<file path="src/rtl/text_glyph_ram_controller_if.sv">
// Port-B bundle of the glyph RAM controller: CPU byte channel,
// bulk command channel and the RAM-side signals.
interface text_glyph_ram_controller_if #(
    parameter int ADDR_WIDTH = 12,
    parameter int DATA_WIDTH = 8
);
    logic                  cpuValid;
    logic                  cpuReady;
    logic                  cpuWrite;
    logic [ADDR_WIDTH-1:0] cpuAddress;
    logic [DATA_WIDTH-1:0] cpuWriteData;
    logic                  cpuReadValid;
    logic [DATA_WIDTH-1:0] cpuReadData;

    logic                  cmdValid;
    logic                  cmdReady;
    logic                  cmdOp;
    logic [7:0]            cmdSrc;
    logic [7:0]            cmdDst;
    logic [7:0]            cmdCount;
    logic                  busy;
    logic                  done;

    logic                  ramEnable;
    logic                  ramWriteEnable;
    logic [ADDR_WIDTH-1:0] ramAddress;
    logic [DATA_WIDTH-1:0] ramDataIn;
    logic [DATA_WIDTH-1:0] ramDataOut;

    modport master (
        output cpuValid, cpuWrite, cpuAddress, cpuWriteData,
        output cmdValid, cmdOp, cmdSrc, cmdDst, cmdCount,
        output ramDataOut,
        input  cpuReady, cpuReadValid, cpuReadData,
        input  cmdReady, busy, done,
        input  ramEnable, ramWriteEnable, ramAddress, ramDataIn
    );

    modport slave (
        input  cpuValid, cpuWrite, cpuAddress, cpuWriteData,
        input  cmdValid, cmdOp, cmdSrc, cmdDst, cmdCount,
        input  ramDataOut,
        output cpuReady, cpuReadValid, cpuReadData,
        output cmdReady, busy, done,
        output ramEnable, ramWriteEnable, ramAddress, ramDataIn
    );
endinterface

</file>
<file path="src/rtl/text_glyph_ram_controller.sv">
// Glyph RAM port-B owner: arbitrates CPU byte accesses against the
// bulk fill/copy engine, one RAM access per cycle.
module text_glyph_ram_controller #(
    parameter int ADDR_WIDTH  = 12,
    parameter int DATA_WIDTH  = 8,
    parameter int GLYPH_BYTES = 16
) (
    input  logic                          clock,
    input  logic                          resetN,
    text_glyph_ram_controller_if.slave    bus
);
    localparam int RW = $clog2(GLYPH_BYTES);

    typedef enum logic [1:0] {
        IDLE,
        FILL,
        COPY_RD,
        COPY_WR
    } state_t;

    state_t                state_q, state_d;
    logic                  rr_q, rr_d;
    logic [ADDR_WIDTH-1:0] idx_q, idx_d;
    logic [ADDR_WIDTH-1:0] last_q, last_d;
    logic [ADDR_WIDTH-1:0] src_q, src_d;
    logic [ADDR_WIDTH-1:0] dst_q, dst_d;
    logic [DATA_WIDTH-1:0] fill_q, fill_d;
    logic [DATA_WIDTH-1:0] hold_q, hold_d;
    logic                  cap_q, cap_d;
    logic                  rd_pend_q, rd_pend_d;
    logic                  done_q, done_d;
    logic                  busy_q, busy_d;

    logic                  cpu_req;
    logic                  eng_req;
    logic                  cpu_gnt;
    logic                  eng_gnt;
    logic                  accept;
    logic                  eng_wr;
    logic                  last_byte;
    logic [ADDR_WIDTH-1:0] eng_addr;
    logic [DATA_WIDTH-1:0] eng_data;
    logic [7:0]            cnt_m1;

    // rr_q set means the engine lost the last contest and wins the next
    assign cpu_req   = bus.cpuValid & resetN;
    assign eng_req   = (state_q != IDLE) & resetN;
    assign cpu_gnt   = cpu_req & (~eng_req | ~rr_q);
    assign eng_gnt   = eng_req & ~cpu_gnt;
    assign accept    = bus.cmdValid & (state_q == IDLE) & resetN;
    assign eng_wr    = (state_q != COPY_RD);
    assign last_byte = (idx_q == last_q);
    assign cnt_m1    = bus.cmdCount - 8'd1;
    assign eng_addr  = ((state_q == COPY_RD) ? src_q : dst_q) + idx_q;

    // the byte read one cycle ago is still on ramDataOut until captured
    assign eng_data  = (state_q == FILL) ? fill_q :
                       (cap_q ? bus.ramDataOut : hold_q);

    always_comb begin
        bus.cpuReady       = cpu_gnt;
        bus.cmdReady       = accept;
        bus.ramEnable      = cpu_gnt | eng_gnt;
        bus.ramWriteEnable = 1'b0;
        bus.ramAddress     = '0;
        bus.ramDataIn      = '0;
        unique case (1'b1)
            cpu_gnt: begin
                bus.ramWriteEnable = bus.cpuWrite;
                bus.ramAddress     = bus.cpuAddress;
                bus.ramDataIn      = bus.cpuWriteData;
            end
            eng_gnt: begin
                bus.ramWriteEnable = eng_wr;
                bus.ramAddress     = eng_addr;
                bus.ramDataIn      = eng_wr ? eng_data : '0;
            end
            default: ;
        endcase
        bus.cpuReadValid = rd_pend_q;
        bus.cpuReadData  = rd_pend_q ? bus.ramDataOut : '0;
        bus.busy         = busy_q;
        bus.done         = done_q;
    end

    always_comb begin
        state_d   = state_q;
        idx_d     = idx_q;
        last_d    = last_q;
        src_d     = src_q;
        dst_d     = dst_q;
        fill_d    = fill_q;
        cap_d     = 1'b0;
        done_d    = 1'b0;
        rd_pend_d = cpu_gnt & ~bus.cpuWrite;
        hold_d    = cap_q ? bus.ramDataOut : hold_q;
        rr_d      = (cpu_req & eng_req) ? cpu_gnt : rr_q;
        unique case (state_q)
            IDLE: begin
                if (accept) begin
                    src_d   = ADDR_WIDTH'({bus.cmdSrc, {RW{1'b0}}});
                    dst_d   = ADDR_WIDTH'({bus.cmdDst, {RW{1'b0}}});
                    fill_d  = DATA_WIDTH'(bus.cmdSrc);
                    last_d  = ADDR_WIDTH'({cnt_m1, {RW{1'b1}}});
                    idx_d   = '0;
                    state_d = bus.cmdOp ? COPY_RD : FILL;
                end
            end
            FILL, COPY_WR: begin
                if (eng_gnt) begin
                    if (last_byte) begin
                        state_d = IDLE;
                        done_d  = 1'b1;
                    end else begin
                        idx_d   = idx_q + 1'b1;
                        state_d = (state_q == FILL) ? FILL : COPY_RD;
                    end
                end
            end
            COPY_RD: begin
                if (eng_gnt) begin
                    state_d = COPY_WR;
                    cap_d   = 1'b1;
                end
            end
            default: state_d = IDLE;
        endcase
        busy_d = (state_d != IDLE);
    end

    always_ff @(posedge clock or negedge resetN) begin
        if (!resetN) begin
            state_q   <= IDLE;
            rr_q      <= 1'b0;
            idx_q     <= '0;
            last_q    <= '0;
            src_q     <= '0;
            dst_q     <= '0;
            fill_q    <= '0;
            hold_q    <= '0;
            cap_q     <= 1'b0;
            rd_pend_q <= 1'b0;
            done_q    <= 1'b0;
            busy_q    <= 1'b0;
        end else begin
            state_q   <= state_d;
            rr_q      <= rr_d;
            idx_q     <= idx_d;
            last_q    <= last_d;
            src_q     <= src_d;
            dst_q     <= dst_d;
            fill_q    <= fill_d;
            hold_q    <= hold_d;
            cap_q     <= cap_d;
            rd_pend_q <= rd_pend_d;
            done_q    <= done_d;
            busy_q    <= busy_d;
        end
    end
endmodule

</file>
<file path="src/flat_wrapper.sv">
// flat-port wrapper written by rule: the top's interface ports become plain ports
module text_glyph_ram_controller_flat 
#(
    parameter int ADDR_WIDTH  = 12,
    parameter int DATA_WIDTH  = 8,
    parameter int GLYPH_BYTES = 16
)
  (clock, resetN, bus_cpuValid, bus_cpuWrite, bus_cpuAddress, bus_cpuWriteData, bus_cmdValid, bus_cmdOp, bus_cmdSrc, bus_cmdDst, bus_cmdCount, bus_ramDataOut, bus_cpuReady, bus_cpuReadValid, bus_cpuReadData, bus_cmdReady, bus_busy, bus_done, bus_ramEnable, bus_ramWriteEnable, bus_ramAddress, bus_ramDataIn);
  text_glyph_ram_controller_if #(.ADDR_WIDTH(ADDR_WIDTH), .DATA_WIDTH(DATA_WIDTH)) bus_i ();
  input  logic clock;
  input  logic resetN;
  input wire logic [$bits(bus_i.cpuValid)-1:0] bus_cpuValid;
  input wire logic [$bits(bus_i.cpuWrite)-1:0] bus_cpuWrite;
  input wire logic [$bits(bus_i.cpuAddress)-1:0] bus_cpuAddress;
  input wire logic [$bits(bus_i.cpuWriteData)-1:0] bus_cpuWriteData;
  input wire logic [$bits(bus_i.cmdValid)-1:0] bus_cmdValid;
  input wire logic [$bits(bus_i.cmdOp)-1:0] bus_cmdOp;
  input wire logic [$bits(bus_i.cmdSrc)-1:0] bus_cmdSrc;
  input wire logic [$bits(bus_i.cmdDst)-1:0] bus_cmdDst;
  input wire logic [$bits(bus_i.cmdCount)-1:0] bus_cmdCount;
  input wire logic [$bits(bus_i.ramDataOut)-1:0] bus_ramDataOut;
  output wire logic [$bits(bus_i.cpuReady)-1:0] bus_cpuReady;
  output wire logic [$bits(bus_i.cpuReadValid)-1:0] bus_cpuReadValid;
  output wire logic [$bits(bus_i.cpuReadData)-1:0] bus_cpuReadData;
  output wire logic [$bits(bus_i.cmdReady)-1:0] bus_cmdReady;
  output wire logic [$bits(bus_i.busy)-1:0] bus_busy;
  output wire logic [$bits(bus_i.done)-1:0] bus_done;
  output wire logic [$bits(bus_i.ramEnable)-1:0] bus_ramEnable;
  output wire logic [$bits(bus_i.ramWriteEnable)-1:0] bus_ramWriteEnable;
  output wire logic [$bits(bus_i.ramAddress)-1:0] bus_ramAddress;
  output wire logic [$bits(bus_i.ramDataIn)-1:0] bus_ramDataIn;
  assign bus_i.cpuValid = bus_cpuValid;
  assign bus_i.cpuWrite = bus_cpuWrite;
  assign bus_i.cpuAddress = bus_cpuAddress;
  assign bus_i.cpuWriteData = bus_cpuWriteData;
  assign bus_i.cmdValid = bus_cmdValid;
  assign bus_i.cmdOp = bus_cmdOp;
  assign bus_i.cmdSrc = bus_cmdSrc;
  assign bus_i.cmdDst = bus_cmdDst;
  assign bus_i.cmdCount = bus_cmdCount;
  assign bus_i.ramDataOut = bus_ramDataOut;
  assign bus_cpuReady = bus_i.cpuReady;
  assign bus_cpuReadValid = bus_i.cpuReadValid;
  assign bus_cpuReadData = bus_i.cpuReadData;
  assign bus_cmdReady = bus_i.cmdReady;
  assign bus_busy = bus_i.busy;
  assign bus_done = bus_i.done;
  assign bus_ramEnable = bus_i.ramEnable;
  assign bus_ramWriteEnable = bus_i.ramWriteEnable;
  assign bus_ramAddress = bus_i.ramAddress;
  assign bus_ramDataIn = bus_i.ramDataIn;
  text_glyph_ram_controller #(.ADDR_WIDTH(ADDR_WIDTH), .DATA_WIDTH(DATA_WIDTH), .GLYPH_BYTES(GLYPH_BYTES)) u_core (.clock(clock), .resetN(resetN), .bus(bus_i));
endmodule
</file>
<file path="config.mk">
export PLATFORM = sky130hd
export DESIGN_NAME = text_glyph_ram_controller_flat
export DESIGN_NICKNAME = d
export VERILOG_FILES = /design/src/rtl/text_glyph_ram_controller_if.sv /design/src/rtl/text_glyph_ram_controller.sv /design/src/flat_wrapper.sv
export SDC_FILE = /design/constraint.sdc
export NUM_CORES = 1
export LEC_CHECK = 0
export ABC_AREA = 0
export BUFFER_PORTS_ARGS = -buffer_cell sky130_fd_sc_hd__buf_4
export CAP_MARGIN = 15
export CORE_MARGIN = 4
export CORE_UTILIZATION = 36
export CTS_BUF_LIST = sky130_fd_sc_hd__clkbuf_8
export DETAILED_ROUTE_END_ITERATION = 10
export PLACE_DENSITY_LB_ADDON = 0.1
export SLEW_MARGIN = 20
export SYNTH_ARGS = -nofsm -noshare
export SYNTH_HDL_FRONTEND = slang
export SYNTH_SLANG_ARGS = --single-unit
export TNS_END_PERCENT = 10
</file>
<file path="constraint.sdc">
create_clock -name clock -period 5.9 [get_ports clock]
set_input_delay 0.59 -clock clock [delete_from_list [all_inputs] [get_ports clock]]
set_output_delay 0.59 -clock clock [all_outputs]
set_load 0.02 [all_outputs]
</file>
==> impl_metrics.prom <==
# TYPE chip_impl_metric gauge
chip_impl_info{name="result_of_the_run",value="completed"} 1
chip_impl_metric{name="max-slew-margin-rel",unit="%"} 36.9
chip_impl_metric{name="worst-path-max-fanout",unit=""} 10
chip_impl_metric{name="count_of_state_elements_after_synthesis",unit=""} 52
chip_impl_metric{name="final_non_filler_cells",unit=""} 542
chip_impl_metric{name="first_drt_iteration_drcs",unit=""} 146
chip_impl_metric{name="synth_area",unit="µm²"} 3100
chip_impl_metric{name="detailedRoute.firstPassIterationCount",unit=""} 6
chip_impl_info{name="type_of_element_launching_the_critical_path",value="register"} 1
chip_impl_info{name="path_class",value="register to output pin"} 1
chip_impl_metric{name="syn-instance-count",unit=""} 354
chip_impl_metric{name="syn2layout_area_growth",unit="%"} 27.6
chip_impl_info{name="critical_path.reg2reg.startpoint",value="u_core.state_q[1]"} 1
chip_impl_metric{name="synth.yosys.seq_area_share",unit="%"} 41.9
chip_impl_metric{name="grt_usage",unit="%"} 16.1
chip_impl_metric{name="route.detailed.drc",unit=""} 0
chip_impl_metric{name="floorplan.die_area",unit="µm²"} 10200
chip_impl_metric{name="num_rows",unit=""} 33
chip_impl_info{name="clk_root_buffer_cell",value="sky130_fd_sc_hd__clkbuf_8"} 1
chip_impl_metric{name="power.ir.vdd_worst",unit="mV"} 0.158
chip_impl_metric{name="slew_viol_final",unit=""} 0
chip_impl_metric{name="final.period_utilization",unit="%"} 65.8
chip_impl_metric{name="syn_area_per_cell",unit="µm²"} 8.77
chip_impl_metric{name="place_hpwl",unit="mm"} 6.16
chip_impl_metric{name="cts.reportedPaths.clkPinSlew",unit="ps"} 90
chip_impl_metric{name="worst_slew_pin_slew",unit="ps"} 944
chip_impl_info{name="critPathCaptureType",value="output pin"} 1
chip_impl_metric{name="synthesis.yosys.warnings",unit=""} 0
chip_impl_metric{name="grt_max_degree",unit=""} 60
chip_impl_metric{name="netlist-cell-type-count",unit=""} 44
chip_impl_metric{name="static_leakage",unit="nW"} 1.91
chip_impl_info{name="grt_setup_unrepaired",value="no"} 1
chip_impl_metric{name="critical_path_required",unit="ps"} 5310
chip_impl_metric{name="worstPathArrival",unit="ps"} 3290
chip_impl_metric{name="combPwrFrac",unit="%"} 46.6
chip_impl_metric{name="seq_power_share",unit="%"} 39.7
chip_impl_metric{name="die_height",unit="µm"} 101
chip_impl_metric{name="setup_viol",unit=""} 0
chip_impl_metric{name="syn-num-nets",unit=""} 423
chip_impl_metric{name="worstSkewPairLatency",unit="ps"} 300
chip_impl_metric{name="clock.fmax",unit="GHz"} 0.258
chip_impl_metric{name="gp_congestion",unit=""} 0.798
chip_impl_metric{name="antenna_left",unit=""} 0
chip_impl_metric{name="holdWs",unit="ps"} 333
chip_impl_metric{name="number_of_enable_type_register_cells_in_the_synthesized_netlist",unit=""} 0
chip_impl_metric{name="grt-ovfl-total",unit=""} 0
chip_impl_metric{name="dr_wl_cell",unit="µm"} 15.1
chip_impl_metric{name="clk_path_buf_depth",unit=""} 2
chip_impl_metric{name="tritoncts_num_sinks",unit=""} 52
chip_impl_metric{name="p_sw_share",unit="%"} 40.8
chip_impl_info{name="hold_path_class",value="input pin to async pin"} 1
chip_impl_metric{name="asyncSetResetFlopFracSynth",unit="%"} 100
chip_impl_metric{name="fin_crit",unit="ps"} 3880
chip_impl_metric{name="ctsHtreeMaxLevel",unit=""} 2
chip_impl_metric{name="tns",unit="ps"} 0
chip_impl_metric{name="maxCapViolations",unit=""} 0
chip_impl_metric{name="filler_cell_count",unit=""} 843
chip_impl_metric{name="p_switching",unit="mW"} 0.627
chip_impl_metric{name="boundaryPins",unit=""} 93
chip_impl_metric{name="first_global_vias",unit=""} 2625
chip_impl_metric{name="timing.final.hold_violations",unit=""} 0
chip_impl_metric{name="dp.cells",unit=""} 534
chip_impl_metric{name="final.setup_skew",unit="ps"} 3.60
chip_impl_metric{name="power_density",unit="nW/µm²"} 388
chip_impl_metric{name="cts_inserted_buffers",unit=""} 5
chip_impl_metric{name="routed_via_density",unit=""} 5.11
chip_impl_metric{name="cts_resized",unit=""} 0
chip_impl_metric{name="drive_gt1_share",unit="%"} 27.0
chip_impl_metric{name="wl",unit="mm"} 8.17
chip_impl_metric{name="finish.net_count",unit=""} 505
chip_impl_info{name="critPathLaunch",value="u_core.state_q[0]"} 1
chip_impl_metric{name="clock_power_share",unit="%"} 13.7
chip_impl_metric{name="power",unit="mW"} 1.54
chip_impl_metric{name="io_buffer_count",unit=""} 92
chip_impl_metric{name="cts_setup_buffers",unit=""} 0
chip_impl_metric{name="diodes",unit=""} 0
chip_impl_metric{name="holdBufCountCts",unit=""} 0
chip_impl_info{name="synth_flop_cell",value="sky130_fd_sc_hd__dfrtp_1"} 1
chip_impl_metric{name="area_inside_the_core_boundary",unit="µm²"} 8300
chip_impl_metric{name="p_int",unit="mW"} 0.909
chip_impl_info{name="cts_tree",value="yes"} 1
chip_impl_metric{name="start_util",unit="%"} 37.4
chip_impl_metric{name="total_non_filler_cell_area_in_the_finished_layout",unit="µm²"} 3960
chip_impl_metric{name="reg2regPathDepth",unit=""} 6
chip_impl_metric{name="detailed_place.area",unit="µm²"} 3860
chip_impl_metric{name="grt_antenna_before_repair",unit=""} 0
chip_impl_metric{name="vias",unit=""} 2771
chip_impl_metric{name="die_w",unit="µm"} 101
chip_impl_metric{name="grt_first_pass_wirelength",unit="mm"} 13.1
## layout make-up
type / count / area, µm² / area share, %
Sequential cell: 52 / 1300 / 32.9
Timing Repair Buffer: 93 / 698 / 17.6
Clock buffer: 6 / 82.6 / 2.09
Inverter: 8 / 30.0 / 0.758
Clock inverter: 2 / 11.3 / 0.284
Tap cell: 105 / 131 / 3.32
Multi-Input combinational cell: 276 / 1710 / 43.1
## power by group through the flow
stage / Clock [mW] / Combinational, mW / Sequential (mW)
2_1_floorplan: 0 / 0.519 / 0.564
3_3_place_gp: 0 / 0.711 / 0.613
3_5_place_dp: 0 / 0.719 / 0.617
4_1_cts: 0.219 / 0.723 / 0.610
5_1_grt: 0.233 / 0.796 / 0.633
6_report: 0.210 / 0.715 / 0.610
## cells in the final DEF, fill, tap and decap left out, types with 2 or more instances in the layout
cell                       Yosys  layout
sky130_fd_sc_hd__a21o_1        2       2
sky130_fd_sc_hd__a21oi_1       9       8
sky130_fd_sc_hd__a22o_1        6       6
sky130_fd_sc_hd__and2_1        8       8
sky130_fd_sc_hd__and4_1        2       2
sky130_fd_sc_hd__buf_4         0      93
sky130_fd_sc_hd__clkbuf_8      0       6
sky130_fd_sc_hd__dfrtp_1      52      52
sky130_fd_sc_hd__ha_1         10      10
sky130_fd_sc_hd__inv_1         8       9
sky130_fd_sc_hd__mux2_2       15      15
sky130_fd_sc_hd__mux2i_1       2       2
sky130_fd_sc_hd__nand2_1      88      88
sky130_fd_sc_hd__nand2b_1      2       2
sky130_fd_sc_hd__nand3_1      10      10
sky130_fd_sc_hd__nor2_1       15      15
sky130_fd_sc_hd__nor2b_1       2       2
sky130_fd_sc_hd__nor3_1       16      16
sky130_fd_sc_hd__nor4_1        2       2
sky130_fd_sc_hd__o211ai_1      7       7
sky130_fd_sc_hd__o21ai_0      20      20
sky130_fd_sc_hd__o31ai_1      16      16
sky130_fd_sc_hd__or3_1         2       2
sky130_fd_sc_hd__or4_1         4       4
sky130_fd_sc_hd__xnor2_1       7       7
sky130_fd_sc_hd__xor2_1       15      15
## state kept, by name (all words and copies together) (netlist names)
signal / cells
u_core.rr_q: 1
u_core.hold_q: 8
u_core.state_q: 2
u_core.idx_q: 12
u_core.bus.done: 1
u_core.cap_q: 1
u_core.last_q: 9
u_core.bus.cpuReadValid: 1
u_core.dst_q: 8
u_core.bus.busy: 1
u_core.fill_q: 8
## metal layers
| layer | routed length, µm | vias up | GRT usage, % |
|---|---|---|---|
| met1 | 3710 | 1274 | 23.4 |
| met3 | 605 | 5 | 2.21 |
| met2 | 3750 | 93 | 24.8 |
| met4 | 103 | 0 | 5.28 |
| met5 | 0 | - | 0 |
| li1 | - | 1399 | - |
## worst max-delay path, stage by stage, from the launching register on
cell and delay (ps):
sky130_fd_sc_hd__dfrtp_1 500, sky130_fd_sc_hd__nand2b_1 450, sky130_fd_sc_hd__mux2_2 390, sky130_fd_sc_hd__ha_1 220, sky130_fd_sc_hd__fa_1 410, sky130_fd_sc_hd__a21o_1 170, sky130_fd_sc_hd__a21oi_1 220, sky130_fd_sc_hd__o211ai_1 160
sky130_fd_sc_hd__xnor2_1 150, sky130_fd_sc_hd__o21ai_0 150, sky130_fd_sc_hd__buf_4 170
## worst paths after layout
| check | end | slack, ps |
|---|---|---|
| max | bus_ramAddress[10] | 2020 |
| min | u_core.last_q[3] | 330 |
| max reg2reg | u_core.idx_q[11] | 3620 |
| min reg2reg | u_core.dst_q[11] | 480 |
| max in group asynchronous | u_core.idx_q[5] | 5090 |
| min in group clock | u_core.bus.cpuReadValid | 430 |
## cell families (layout without fill, tap and decap cells)
kind of cell    after synthesis  in the layout  synth area share (%)
compound gates               69             69                  14.8
xor+xnor                     22             22                  6.21
fa+ha+maj                    11             11                  4.68
buf+inv                      26            109                  3.47
flops                        52             52                  41.9
mux                          17             17                  6.09
simple gates                157            157                  22.9
## per-stage QoR
step	setup WS [ps]	util [%]
detailed placement	2240	46.5
global placement	2260	46.5
CTS	1990	47.6
global route	1840	47.7
floorplan	2370	-
finish	2020	47.7
## synth_stat cells, types with 2 or more instances
library cell / count / area share (%)
sky130_fd_sc_hd__and2_1: 8 / 1.6
sky130_fd_sc_hd__ha_1: 10 / 4.0
sky130_fd_sc_hd__a22o_1: 6 / 1.7
sky130_fd_sc_hd__nor2b_1: 2 / 0.40
sky130_fd_sc_hd__o31ai_1: 16 / 3.9
sky130_fd_sc_hd__or4_1: 4 / 0.97
sky130_fd_sc_hd__nand2_1: 88 / 11
sky130_fd_sc_hd__xor2_1: 15 / 4.2
sky130_fd_sc_hd__or3_1: 2 / 0.40
sky130_fd_sc_hd__clkbuf_1: 14 / 1.7
sky130_fd_sc_hd__xnor2_1: 7 / 2.0
sky130_fd_sc_hd__mux2_2: 15 / 5.4
sky130_fd_sc_hd__nor4_1: 2 / 0.40
sky130_fd_sc_hd__o211ai_1: 7 / 1.7
sky130_fd_sc_hd__dfrtp_1: 52 / 42
sky130_fd_sc_hd__a21o_1: 2 / 0.48
sky130_fd_sc_hd__nor3_1: 16 / 2.6
sky130_fd_sc_hd__buf_2: 2 / 0.32
sky130_fd_sc_hd__nand3_1: 10 / 1.6
sky130_fd_sc_hd__and4_1: 2 / 0.56
sky130_fd_sc_hd__nand2b_1: 2 / 0.40
sky130_fd_sc_hd__mux2i_1: 2 / 0.65
sky130_fd_sc_hd__o21ai_0: 20 / 3.2
sky130_fd_sc_hd__nor2_1: 15 / 1.8
sky130_fd_sc_hd__inv_1: 8 / 0.97
sky130_fd_sc_hd__a21oi_1: 9 / 1.5
No activity file was read; power rests on OpenSTA's default activity.
